### config.mk
export PLATFORM = sky130hd
export DESIGN_NAME = bcrypt_core_arbiter
export DESIGN_NICKNAME = d
export VERILOG_FILES = /design/src/rtl/bcrypt_core_arbiter.sv
export SDC_FILE = /design/constraint.sdc
export NUM_CORES = 1
export LEC_CHECK = 0
export ABC_AREA = 1
export CAP_MARGIN = 20
export CELL_PAD_IN_SITES_DETAIL_PLACEMENT = 1
export CELL_PAD_IN_SITES_GLOBAL_PLACEMENT = 2
export CORE_AREA = 2 2 430 432
export DETAILED_ROUTE_END_ITERATION = 7
export DIE_AREA = 0 0 432 434
export GPL_TIMING_DRIVEN = 0
export HOLD_SLACK_MARGIN = 0.12
export MAX_ROUTING_LAYER = met4
export PLACE_DENSITY_LB_ADDON = 0.08
export SLEW_MARGIN = 20
export SYNTH_ARGS = -nofsm -noshare
export SYNTH_HDL_FRONTEND = slang
export SYNTH_SLANG_ARGS = --single-unit
### constraint.sdc
create_clock -name clk -period 4.3 [get_ports clk]
set_input_delay 0.86 -clock clk [delete_from_list [all_inputs] [get_ports clk]]
set_output_delay 0.86 -clock clk [all_outputs]
set_load 0.01 [all_outputs]
### src/rtl/bcrypt_core_arbiter.sv
// bcrypt_core_arbiter: sequences N cores through load/compute/store and muxes their BRAM port A.
// Optional wait watchdog is enabled by defining ARB_TIMEOUT_EN.
module bcrypt_core_arbiter #(
  parameter int          NUM_CORES      = 14,
  parameter int          DW             = 32,
  parameter int          AW             = 32,
  parameter int          IDX_W          = 8,
  parameter logic [31:0] TIMEOUT_CYCLES = 32'd1048576
) (
  input  logic                           clk,
  input  logic                           rst,
  input  logic                           go,
  input  logic [NUM_CORES-1:0]           core_mask,
  output logic [2*NUM_CORES-1:0]         core_cmd,
  input  logic [2*NUM_CORES-1:0]         core_ack,
  input  logic [(DW/8)*NUM_CORES-1:0]    core_we,
  input  logic [AW*NUM_CORES-1:0]        core_addr,
  input  logic [DW*NUM_CORES-1:0]        core_wdata,
  output logic                           bram_clk,
  output logic                           bram_rst,
  output logic                           bram_en,
  output logic [DW/8-1:0]                bram_we,
  output logic [AW-1:0]                  bram_addr,
  output logic [DW-1:0]                  bram_wdata,
  output logic [IDX_W-1:0]               cur_core,
  output logic                           all_done,
  output logic                           timeout
);
  localparam int BW = DW / 8;
  typedef enum logic [2:0] {IDLE, LOAD, WAIT_LOAD, COMPUTE, WAIT_COMPUTE, STORE, WAIT_STORE, DONE} state_t;
  state_t                 r_state, w_state_nx;
  logic [IDX_W-1:0]       r_idx, w_idx_nx;
  logic [NUM_CORES-1:0]   r_mask, w_mask_nx, w_sel_oh, w_ack2;
  logic [2*NUM_CORES-1:0] r_cmd, w_cmd_nx;
  logic [BW-1:0]          r_bram_we, w_we_sel;
  logic [AW-1:0]          r_bram_addr, w_addr_sel;
  logic [DW-1:0]          r_bram_wdata, w_wdata_sel;
  logic                   r_timeout, w_timeout_nx;
  logic [1:0]             w_ack_sel, w_cmd_sel;
  logic                   w_mask_sel, w_at_end, w_all_c, w_fire, w_pass;
  always_comb begin
    w_sel_oh    = '0;
    w_ack2      = '0;
    w_ack_sel   = '0;
    w_cmd_sel   = '0;
    w_mask_sel  = 1'b0;
    w_we_sel    = '0;
    w_addr_sel  = '0;
    w_wdata_sel = '0;
    for (int i = 0; i < NUM_CORES; i++) begin
      w_ack2[i] = core_ack[2*i +: 2] == 2'd2;
      if (r_idx == IDX_W'(i)) begin
        w_sel_oh[i] = 1'b1;
        w_ack_sel   = core_ack[2*i +: 2];
        w_cmd_sel   = r_cmd[2*i +: 2];
        w_mask_sel  = r_mask[i];
        w_we_sel    = core_we[BW*i +: BW];
        w_addr_sel  = core_addr[AW*i +: AW];
        w_wdata_sel = core_wdata[DW*i +: DW];
      end
    end
  end
  assign w_at_end = r_idx == IDX_W'(NUM_CORES);
  assign w_all_c  = &(~r_mask | w_ack2);
`ifdef ARB_TIMEOUT_EN
  logic [31:0] r_cnt;
  logic        w_wait;
  assign w_wait = r_state inside {WAIT_LOAD, WAIT_COMPUTE, WAIT_STORE};
  assign w_fire = w_wait && r_cnt == TIMEOUT_CYCLES - 32'd1;
  always_ff @(posedge clk or posedge rst)
    if (rst) r_cnt <= '0;
    else     r_cnt <= (w_state_nx != r_state) ? '0 : w_wait ? r_cnt + 32'd1 : r_cnt;
`else
  assign w_fire = 1'b0;
`endif
  always_ff @(posedge clk or posedge rst) begin
    if (rst) begin
      r_state      <= IDLE;
      r_idx        <= '0;
      r_mask       <= '0;
      r_cmd        <= '0;
      r_bram_we    <= '0;
      r_bram_addr  <= '0;
      r_bram_wdata <= '0;
      r_timeout    <= 1'b0;
    end else begin
      r_state      <= w_state_nx;
      r_idx        <= w_idx_nx;
      r_mask       <= w_mask_nx;
      r_cmd        <= w_cmd_nx;
      r_bram_we    <= w_pass ? w_we_sel : '0;
      r_bram_addr  <= w_pass ? w_addr_sel : r_bram_addr;
      r_bram_wdata <= w_pass ? w_wdata_sel : r_bram_wdata;
      r_timeout    <= w_timeout_nx;
    end
  end
  always_comb begin
    w_state_nx = r_state;
    case (r_state)
      IDLE:         w_state_nx = go ? LOAD : IDLE;
      LOAD:         w_state_nx = w_at_end ? COMPUTE : w_mask_sel ? WAIT_LOAD : LOAD;
      WAIT_LOAD:    w_state_nx = w_ack_sel == 2'd1 ? LOAD : WAIT_LOAD;
      COMPUTE:      w_state_nx = WAIT_COMPUTE;
      WAIT_COMPUTE: w_state_nx = w_all_c ? STORE : WAIT_COMPUTE;
      STORE:        w_state_nx = w_at_end ? DONE : w_mask_sel ? WAIT_STORE : STORE;
      WAIT_STORE:   w_state_nx = w_ack_sel == 2'd3 ? STORE : WAIT_STORE;
      default:      w_state_nx = DONE;
    endcase
    if (w_fire) w_state_nx = DONE;
    if (!go) w_state_nx = IDLE;
  end
  always_comb begin
    w_idx_nx     = r_idx;
    w_cmd_nx     = r_cmd;
    w_mask_nx    = r_mask;
    w_timeout_nx = r_timeout | w_fire;
    case (r_state)
      IDLE: begin
        w_idx_nx  = '0;
        w_cmd_nx  = '0;
        w_mask_nx = go ? core_mask : r_mask;
      end
      LOAD, STORE: begin
        if (w_at_end) w_idx_nx = r_state == LOAD ? '0 : r_idx;
        else if (!w_mask_sel) w_idx_nx = r_idx + 1'b1;
        for (int i = 0; i < NUM_CORES; i++)
          if (w_sel_oh[i] && r_mask[i]) w_cmd_nx[2*i +: 2] = r_state == LOAD ? 2'd1 : 2'd3;
      end
      WAIT_LOAD: w_idx_nx = w_ack_sel == 2'd1 ? r_idx + 1'b1 : r_idx;
      COMPUTE:
        for (int i = 0; i < NUM_CORES; i++)
          if (r_mask[i]) w_cmd_nx[2*i +: 2] = 2'd2;
      WAIT_COMPUTE: w_idx_nx = w_all_c ? '0 : r_idx;
      WAIT_STORE: if (w_ack_sel == 2'd3) begin
        w_idx_nx = r_idx + 1'b1;
        for (int i = 0; i < NUM_CORES; i++)
          if (w_sel_oh[i]) w_cmd_nx[2*i +: 2] = 2'd0;
      end
      default: ;
    endcase
    if (w_fire) w_cmd_nx = '0;
    if (!go) begin
      w_idx_nx     = '0;
      w_cmd_nx     = '0;
      w_timeout_nx = 1'b0;
    end
  end
  // Only the core currently being served, while it holds load/store, may reach the BRAM.
  assign w_pass = go && !w_fire &&
                  ((r_state == WAIT_LOAD && w_cmd_sel == 2'd1) || (r_state == WAIT_STORE && w_cmd_sel == 2'd3));
  assign core_cmd   = r_cmd;
  assign bram_clk   = clk;
  assign bram_rst   = 1'b0;
  assign bram_en    = 1'b1;
  assign bram_we    = r_bram_we;
  assign bram_addr  = r_bram_addr;
  assign bram_wdata = r_bram_wdata;
  assign cur_core   = r_idx;
  assign all_done   = r_state == DONE;
  assign timeout    = r_timeout;
endmodule
# Yosys cells after proc, flatten, opt, wreduce, memory -nomap -nowiden
# Index checks and enable logic that the tools add are counted.
[op_classes] eq_ne=88 muxes=162 shift=0 addsub=1 n_bitwise=2 multipliers=0 n_lt_le_gt_ge=0 n_reduce_logical=38 div=0
[ops] cell="$mux W32" count=28
[ops] cell="$mux W2" count=77
[ops] cell="$ne A3 B3 Y1 const B" count=45
[ops] cell="$pmux W28 S4" count=1
[ops] cell="$reduce_and A5 Y1" count=14
[ops] cell="$mux W4" count=15
[ops] cell="$eq A8 B4 Y1 const B" count=7
[ops] cell="$mux W28" count=2
[ops] cell="$mux W8" count=7
[ops] cell="$pmux W8 S5" count=1
[ops] cell="$eq A2 B2 Y1 const B" count=16
[ops] cell="$eq A8 B3 Y1 const B" count=4
[ops] cell="$mux W1" count=29
[ops] cell="$pmux W3 S7" count=1
[ops] cell="$logic_and A1 B1 Y1" count=17
[ops] cell="$eq A8 B2 Y1 const B" count=2
[ops] cell="$not A14 Y14" count=1
[ops] cell="$or A14 B14 Y14" count=1
[ops] cell="$reduce_and A14 Y1" count=1
[ops] cell="$eq A3 B3 Y1 const B" count=4
[ops] cell="$add A8 B1 Y8 const B" count=1
[ops] cell="$eq A8 B1 Y1 const B" count=1
[ops] cell="$logic_not A8 Y1" count=1
[ops] cell="$ne A4 B4 Y1 const B" count=2
[ops] cell="other kinds (11)" count=13
[totals] out_inout_bits=109 memories=0 latchBits=0 register_bits=121 ram_bits=0 elab_cells=311 rom_bits=0

# Longest topological paths before layout
[depth] ltp_word=20 mapped_depth=26 mapped_depth_nobuf=26

==> flow_summary.json <==
{
  "pre_cts_slack_ns": -1.37,
  "synth_common_cells": "909 x nand2_1, 314 x o21ai_0, 251 x a21oi_1, 210 x nand3_1, 195 x nor2_1",
  "netlist_area_sq_um": 15000,
  "fp.dieW_um": 432,
  "clock_skew_ns": 0.0366,
  "path_cells": "buf_4 -> nor2_4 -> nand2_4 -> nor2_2 -> inv_2 -> nor2_4 -> inv_2 -> buf_2 -> clkbuf_8 -> clkbuf_2 -> o211ai_1 -> nand3_1 -> nand2_1 -> nand2_1 -> nand2_2 -> nand4_1 -> nand2_1 -> nand4_1 -> nand2_1 -> inv_1",
  "cap_violations": 0,
  "gr-usage-met2": 0.441,
  "synth-edff-count": 0,
  "r2r_cells": 20,
  "slowest_stage": "o211ai_1",
  "drc": 0,
  "via_count": 24200,
  "crit_path_start_kind": "flop",
  "clk_latency_ns": 0.66,
  "placement_rows": 157,
  "cp-end-kind": "flop",
  "finalSetupViolCount": 0,
  "r2r_slack_ns": 0.16,
  "fin_crit_ns": 4.14,
  "grt_pass1_wl_um": 273000,
  "synth_area_leaders": "nand2_1 23%, dfrtp_1 20%, o21ai_0 10%",
  "synth_top_area_share": 0.228,
  "globalRouteMet3Util": 0.0405,
  "crit_arrival_ns": 4.67,
  "whs_path_depth": 2,
  "path_common_cell": "nand2_1",
  "core_area_sq_um": 182000,
  "tightest_slew_ns": 1.14,
  "worstHoldStart": "bram_addr[2]$_DFFE_PP0P_",
  "postCtsHoldBufs": 0,
  "r2r_end": "bram_addr[10]$_DFFE_PP0P_",
  "first_pass_iters": 5,
  "overflow": 0,
  "synthDistinctLibCells": 44,
  "routedWlPerCell_um": 34.3,
  "syn_inst": 2741,
  "fillers": 22100,
  "antenna_found_initial": 102,
  "worstPathRequired_ns": 4.83,
  "ioPinCount": 1106,
  "cts_tree": "yes",
  "holdPathEnd": "bram_addr[2]$_DFFE_PP0P_",
  "hp-class": "reg2reg",
  "status": "finished clean",
  "die_area_sq_um": 187000,
  "crit_buf_inv": 7,
  "ys_ff_latch": 121,
  "drv_slew": 0,
  "syn_to_final_growth_pct": 105,
  "top_usage_layer": "met2",
  "hpwl_um": 192000,
  "ys.flop_type": "dfrtp_1",
  "drive_gt1_frac": 0.0921,
  "finalCritPeriodShare": 0.963,
  "place_congestion": 0.825,
  "ys_warn_count": 0,
  "timing.slew.headroom": 0.242,
  "timing.fmax_mhz": 242,
  "postSynthAreaPerCell_sq_um": 5.46,
  "async_reset_ff_frac": 1.00,
  "r2r_start": "cur_core[4]$_DFFE_PP0P_",
  "gr-usage-met1": 0.247,
  "clkTransAtPathRegs_ns": 0.08,
  "slowest_delay_ns": 0.69,
  "powerDensity_nw_per_um2": 415,
  "grt_use_total": 0.231,
  "path_class": "reg2reg",
  "grt_pass1_vias": 26000,
  "yosysTopAreaCell": "nand2_1",
  "hold_viol_final": 0,
  "crit_family": "simple AND/OR/NAND/NOR gates",
  "layout_setup_ws_ns": 0.160,
  "drtAntennaViolNets": 0,
  "dieHeight_um": 434,
  "routed_wl_um": 217000,
  "grt_max_degree": 66,
  "p_leak_nw": 12.3,
  "synth_seq_area_share": 0.202,
  "vdd_ir_drop_max_mv": 0.354,
  "portBuffers": 1102,
  "finalSetupTns_ns": 0,
  "worst-path-max-fanout": 10,
  "rsz0062_at_grt": "true",
  "cp-startpoint": "cur_core[4]$_DFFE_PP0P_",
  "synth_most_common_cell": "nand2_1",
  "drt_iter0_drc": 1120,
  "start_util": 0.0820,
  "routed_via_density": 3.83,
  "fin_nets": 4879
}
[sequential cells by signal, indices dropped and copies added (netlist names)]
name        flops
r_state         3
bram_we         4
cur_core        8
core_cmd       28
bram_addr      32
r_mask         14
bram_wdata     32
[worst reg2reg max path: stages (launching register included)]
cell      delay, ns
dfrtp_1        0.39
buf_4          0.17
nor2_4         0.12
nand2_4        0.14
nor2_2         0.17
inv_2          0.09
nor2_4         0.19
inv_2          0.07
buf_2          0.25
clkbuf_8       0.27
clkbuf_2       0.27
o211ai_1       0.70
nand3_1        0.26
nand2_1        0.13
nand2_1        0.10
nand2_2        0.15
nand4_1        0.19
nand2_1        0.14
nand4_1        0.08
nand2_1        0.09
inv_1          0.04
[area by class of cell]
cell class | count | area [sq um] | area share
inverter | 171 | 654 | 0.0214
clock inverter | 11 | 146 | 0.00478
sequential | 121 | 3030 | 0.0989
tap | 2385 | 2980 | 0.0974
antenna | 49 | 123 | 0.00400
multi-input combinational | 2232 | 10800 | 0.352
clock buffer | 23 | 538 | 0.0176
buffer | 218 | 1190 | 0.0388
timing repair buffer | 1113 | 11200 | 0.365
[placed cells by master (no fill, tap or decap), drive strengths merged]
master and instances:
bufinv 3, clkdlybuf4s15 2, and3 1, nor2 202, a31oi 3, clkbuf 167
a22oi 5, conb 3, nand4 110, o21ai 349, nand3b 1, nand3 213
nor3b 2, inv 168, o211ai 54, dfrtp 121, clkdlybuf4s18 2, a21oi 252
xnor2 2, a21boi 3, clkinvlp 3, clkdlybuf4s50 1102, mux2 3, clkinv 8
nand2 913, o22ai 19, diode 49, ha 4, a21o 1, nor4 1
or2 69, buf 81, o221ai 6, nor3 10, o21bai 6
[metrics by stage]
stage | cell area [sq um] | instances | hold slack (ns) | total power, mW | utilization
floorplan | 15000 | 2742 | 0.518 | 5.08 | -
global placement | 29000 | 6229 | 0.471 | 10.9 | 0.159
detailed placement | 29100 | 6234 | 0.470 | 10.9 | 0.159
CTS | 30300 | 6272 | 0.487 | 13.0 | 0.166
global route | 30600 | 6320 | 0.508 | 13.7 | 0.168
finish | 30600 | 6323 | 0.491 | 12.7 | 0.168
[metal layers]
| metal | part of all wire | wire (um) | vias up |
|---|---|---|---|
| li1 | - | - | 11500 |
| met1 | 0.39 | 84400 | 11700 |
| met2 | 0.55 | 119000 | 801 |
| met3 | 0.043 | 9360 | 178 |
| met4 | 0.019 | 4150 | 0 |
| met5 | 0 | 0 | - |
[where the power goes]
part	internal (mW)	total [mW]	switching, mW
combinational	2.99	9.04	6.05
sequential	1.50	1.81	0.314
clock	1.08	1.86	0.785
total	5.56	12.7	7.15
[how the worst max path moves through the flow]
stage / to / slack (ns) / depth (start not counted)
floorplan: bram_addr[0]$_DFFE_PP0P_ / 0.23 / 1
global placement: bram_wdata[3]$_DFFE_PP0P_ / -3.50 / 2
detailed placement: bram_addr[7]$_DFFE_PP0P_ / -1.37 / 22
CTS: bram_wdata[22]$_DFFE_PP0P_ / -0.17 / 21
global route: bram_wdata[22]$_DFFE_PP0P_ / -0.15 / 22
finish: bram_addr[10]$_DFFE_PP0P_ / 0.16 / 20
[kinds of logic after synthesis]
group / count (synthesis) / share of synthesized area
other: 2 / 0.000502
muxes: 3 / 0.00226
adders and majority gates: 4 / 0.00334
AOI/OAI and AO/OA: 698 / 0.250
DFF: 121 / 0.202
and+or+nand+nor: 1522 / 0.437
buffers and inverters: 389 / 0.104
xor gates and xnor gates: 2 / 0.00117
[timing repair]
| item | in CTS | in global routing |
|---|---|---|
| gates resized for setup | 213 | 89 |
| pin swaps | 11 | 9 |
| endpoints found under the setup margin | 78 | 69 |
| buffers inserted | 5 | 2 |
| gates cloned | 0 | 0 |
(Power assumes the default switching activity.)
==> edit 1 (config.mk and constraints unchanged) <==
The 8 states of `state_t` get a Gray code encoding in 3 bits.
--- a/src/rtl/bcrypt_core_arbiter.sv
+++ b/src/rtl/bcrypt_core_arbiter.sv
@@ -27,7 +27,7 @@
   output logic                           timeout
 );
   localparam int BW = DW / 8;
-  typedef enum logic [2:0] {IDLE, LOAD, WAIT_LOAD, COMPUTE, WAIT_COMPUTE, STORE, WAIT_STORE, DONE} state_t;
+  typedef enum logic [2:0] {IDLE = 3'b000, LOAD = 3'b001, WAIT_LOAD = 3'b011, COMPUTE = 3'b010, WAIT_COMPUTE = 3'b110, STORE = 3'b111, WAIT_STORE = 3'b101, DONE = 3'b100} state_t;
   state_t                 r_state, w_state_nx;
   logic [IDX_W-1:0]       r_idx, w_idx_nx;
   logic [NUM_CORES-1:0]   r_mask, w_mask_nx, w_sel_oh, w_ack2;
Behaviour: no difference found for any inputs over 4 cycles, from zero or initial values and one cycle with rst high; so few cycles prove little.
==> edit 1 against the unedited design <==
- synthesized area fell by 8.1%
- highest routed layer unchanged
- setup slack better by 2.0 ps
- design area down 3.9%
- critical endpoint is now bram_addr[17]$_DFFE_PP0P_
- sequential cell count unchanged
- power decreased by 1.9%
- largest power group unchanged
- critical path type unchanged
- clock skew fell by 19 ps
- routed wire length down 1.0%
==> edit 1: results <==
export IMPL_min_from="bram_wdata[20]$_DFFE_PP0P_"
export IMPL_multi_input_area_share=0.3407
export IMPL_max_freq_mhz=241.7
export IMPL_via_count=22620
export IMPL_grt_pass1_wl_um=268900
export IMPL_grt_max_degree=67
export IMPL_fin_skew_ps=17.99
export IMPL_min_to="bram_wdata[20]$_DFFE_PP0P_"
export IMPL_cts_resized=176
export IMPL_run_status="finished clean"
export IMPL_drive_gt1_frac=0.09597
export IMPL_multi_input_gates=1981
export IMPL_fin_nets=4510
export IMPL_grt_util_all_layers=0.2284
export IMPL_irDropWorstVdd_mv=0.1938
export IMPL_clock_cell_area_share=0.02384
export IMPL_relSlewSlack=0.2403
export IMPL_yosysSeqAreaShare=0.2201
export IMPL_power_mw=12.47
export IMPL_p_leak_nw=11.14
export IMPL_hpwl_um=189800
export IMPL_fill_cells=21960
export IMPL_synth_area_per_cell_um2=5.803
export IMPL_buf_share=0.4148
export IMPL_viasPerCell=3.782
export IMPL_synth_cell_types=50
export IMPL_crit_arrival_ps=4650
export IMPL_placed_area_um2=27880
export IMPL_grt_pass1_vias=24520
export IMPL_p_sw_frac=0.5436
export IMPL_dpl_cell_count=5865
export IMPL_n_all_buffers=1312
export IMPL_synth_xor_area_frac=0.001910
export IMPL_antenna_found_initial=145
export IMPL_yosys_top_cells_area="dfrtp_1, nand2_1, o21ai_0, a21oi_1, nand3_1"
export IMPL_antennaDiodeCount=74
export IMPL_routedWlPerCell_um=35.93
-- edit 1: cell count changes after synthesis, moves of 35 or more --
cell / unedited run / this run
nand4_1: 110 / 32
o21ai_1: 31 / 86
a21oi_1: 251 / 205
nand2_1: 909 / 748
o211ai_1: 54 / 89
nor2_1: 195 / 98
o21ai_0: 314 / 351
inv_1: 157 / 50
or2_2: 68 / 26
-- edit 1: critical path: stages, from the launching register on --
cell	delay, ps
dfrtp_2	460
nor2_2	160
nand2_4	130
buf_4	180
nor3_4	180
buf_4	160
inv_4	80
clkbuf_4	230
o21ai_0	120
o21ai_1	150
a211oi_4	380
o21ai_2	170
o21ai_0	180
nand3_1	160
o21ai_0	170
nand2_1	90
o211ai_1	150
nand4_1	500
o21ai_1	240
o21ai_0	110
-- edit 1: metal layers --
layer,GRT usage,up-vias,wire length (µm)
met5,-,-,0
met4,0.03881,0,4100
met3,0.05073,226,11510
met2,0.4354,869,116700
met1,0.2410,10910,82600
li1,-,10610,-
==> edit 2 (config.mk and constraints unchanged) <==
Without the edit above. Add a define of `ARB_TIMEOUT_EN`.
--- a/src/rtl/bcrypt_core_arbiter.sv
+++ b/src/rtl/bcrypt_core_arbiter.sv
@@ -1,5 +1,7 @@
 // bcrypt_core_arbiter: sequences N cores through load/compute/store and muxes their BRAM port A.
 // Optional wait watchdog is enabled by defining ARB_TIMEOUT_EN.
+`define ARB_TIMEOUT_EN
+
 module bcrypt_core_arbiter #(
   parameter int          NUM_CORES      = 14,
   parameter int          DW             = 32,
Behaviour: no difference found for any inputs over 4 cycles, from zero or initial values and one cycle with rst high; that may be too few to reach the edited logic, so the function may still have changed.
==> edit 2 against the unedited design <==
- design area grew 4.5%
- critical path depth is 2 higher
- setup slack got worse by 30 ps
- power up 5.2%
- utilization rose by 0.76 points
- sequential cell count rose by 33
- final cell count shrank 1.1%
- synthesized area rose by 3.7%
- sequential power grew 26%
- hold slack worse by 16 ps
- non-clock buffer count rose by 44
- routed wire length is 2.7% higher
- synthesized cell count shrank 5.2%
- largest power group unchanged
==> edit 2: results <==
export IMPL_run_status="finished clean"
export IMPL_wl_um=223100
export IMPL_crit_path_max_fanout=10
export IMPL_cpPeakStageDelay_ps=490
export IMPL_grt_pass1_wl_um=280100
export IMPL_route_met3_wl_um=10520
export IMPL_pwr_share_clk=0.144
export IMPL_place_gp_congestion=0.8717
export IMPL_placed_area_um2=29790
export IMPL_yosys_top_cells_area="dfrtp_1, nand2_1, o21ai_0, a21oi_1, o211ai_1"
export IMPL_synth_area_per_cell_um2=5.973
export IMPL_min_from="bram_addr[29]$_DFFE_PP0P_"
export IMPL_hold_slack_ps=475.2
export IMPL_grt_util_all_layers=0.2363
export IMPL_worst_setup_path_type="flip-flop to flip-flop"
export IMPL_synth_warnings=0
export IMPL_critPathTopFamily="compound AO/OA/AOI/OAI gates"
export IMPL_combPwrFrac=0.686
export IMPL_critPathLaunch="cur_core[0]$_DFFE_PP0P_"
export IMPL_use_met1=0.2507
export IMPL_crit_arrival_ps=4760
export IMPL_p_leak_nw=12.31
export IMPL_met3_usage=0.04589
export IMPL_worst_r2r_endpoint="bram_addr[1]$_DFFE_PP0P_"
export IMPL_io_buffers=1103
export IMPL_slowest_stage="dfrtp_2"
export IMPL_drtIter0Drc=1294
export IMPL_rrSetupSlack_ps=130
export IMPL_rr_worst_depth=22
export IMPL_p_sw_frac=0.5334
export IMPL_ys_flop_type="dfrtp_1"
export IMPL_hold_path_depth=2
export IMPL_antenna_found_initial=142
export IMPL_finalNonFillerCells=6252
export IMPL_ys_top_cells_by_count="nand2_1, o21ai_0, a21oi_1"
export IMPL_yosysSeqAreaShare=0.2482
export IMPL_gr_usage_met2=0.4546
export IMPL_grt_max_degree=25
export IMPL_hpwl_um=196700
export IMPL_via_count=24490
export IMPL_cts_resized=275
export IMPL_clkLatencyLatePin_ps=650
export IMPL_synth_cell_types=52
export IMPL_dpl_cell_count=6099
export IMPL_min_to="bram_addr[29]$_DFFE_PP0P_"
export IMPL_route_met2_wl_um=122900
export IMPL_pg_clk_mw=1.93
export IMPL_dp_worst_setup_slack_ps=-1912
export IMPL_cts_setup_buffers=43
export IMPL_fin_nets=4791
export IMPL_fin_skew_ps=30.70
export IMPL_worst_pin_slew_ps=1097
export IMPL_post_route_min_period_ps=4170
export IMPL_grt_pass1_vias=26030
export IMPL_irDropWorstVdd_mv=0.2975
export IMPL_drive_gt1_frac=0.09732
export IMPL_wl_met1_um=86070
==> edit 2: cell count changes in the layout (fill, tap and decap cells not counted), sizes merged, moves of 26 or more <==
cell    before  now
inv        168   92
or2         69   16
dfrtp      121  154
a31oi        3   47
nand3      213  187
nand4      110   26
buf         81  138
o211ai      54  140
xor2         0   27
nand2      913  799
==> edit 2: cell families (layout without fill, tap and decap cells) <==
kind of cell | count (synthesis) | in the layout | synth area share
buf+inv | 300 | 1503 | 0.07617
fa+ha+maj | 5 | 5 | 0.004030
flops | 154 | 154 | 0.2482
other cells | 2 | 67 | 0.0004838
xor+xnor | 32 | 32 | 0.01805
compound gates | 822 | 822 | 0.3009
simple gates | 1274 | 1274 | 0.3450
mux | 10 | 10 | 0.007174
==> edit 2: final cells by class <==
class                   count  area (µm²)
clock buffers              21       510.5
diodes                     65       162.7
multi-input cells        2145       10980
inverters                  92       374.1
clock inverters            15       166.4
fillers                 21890      150500
flip-flops and latches    154        3862
plain buffers             205        1266
repair buffers           1170       11720
well taps                2385        2984
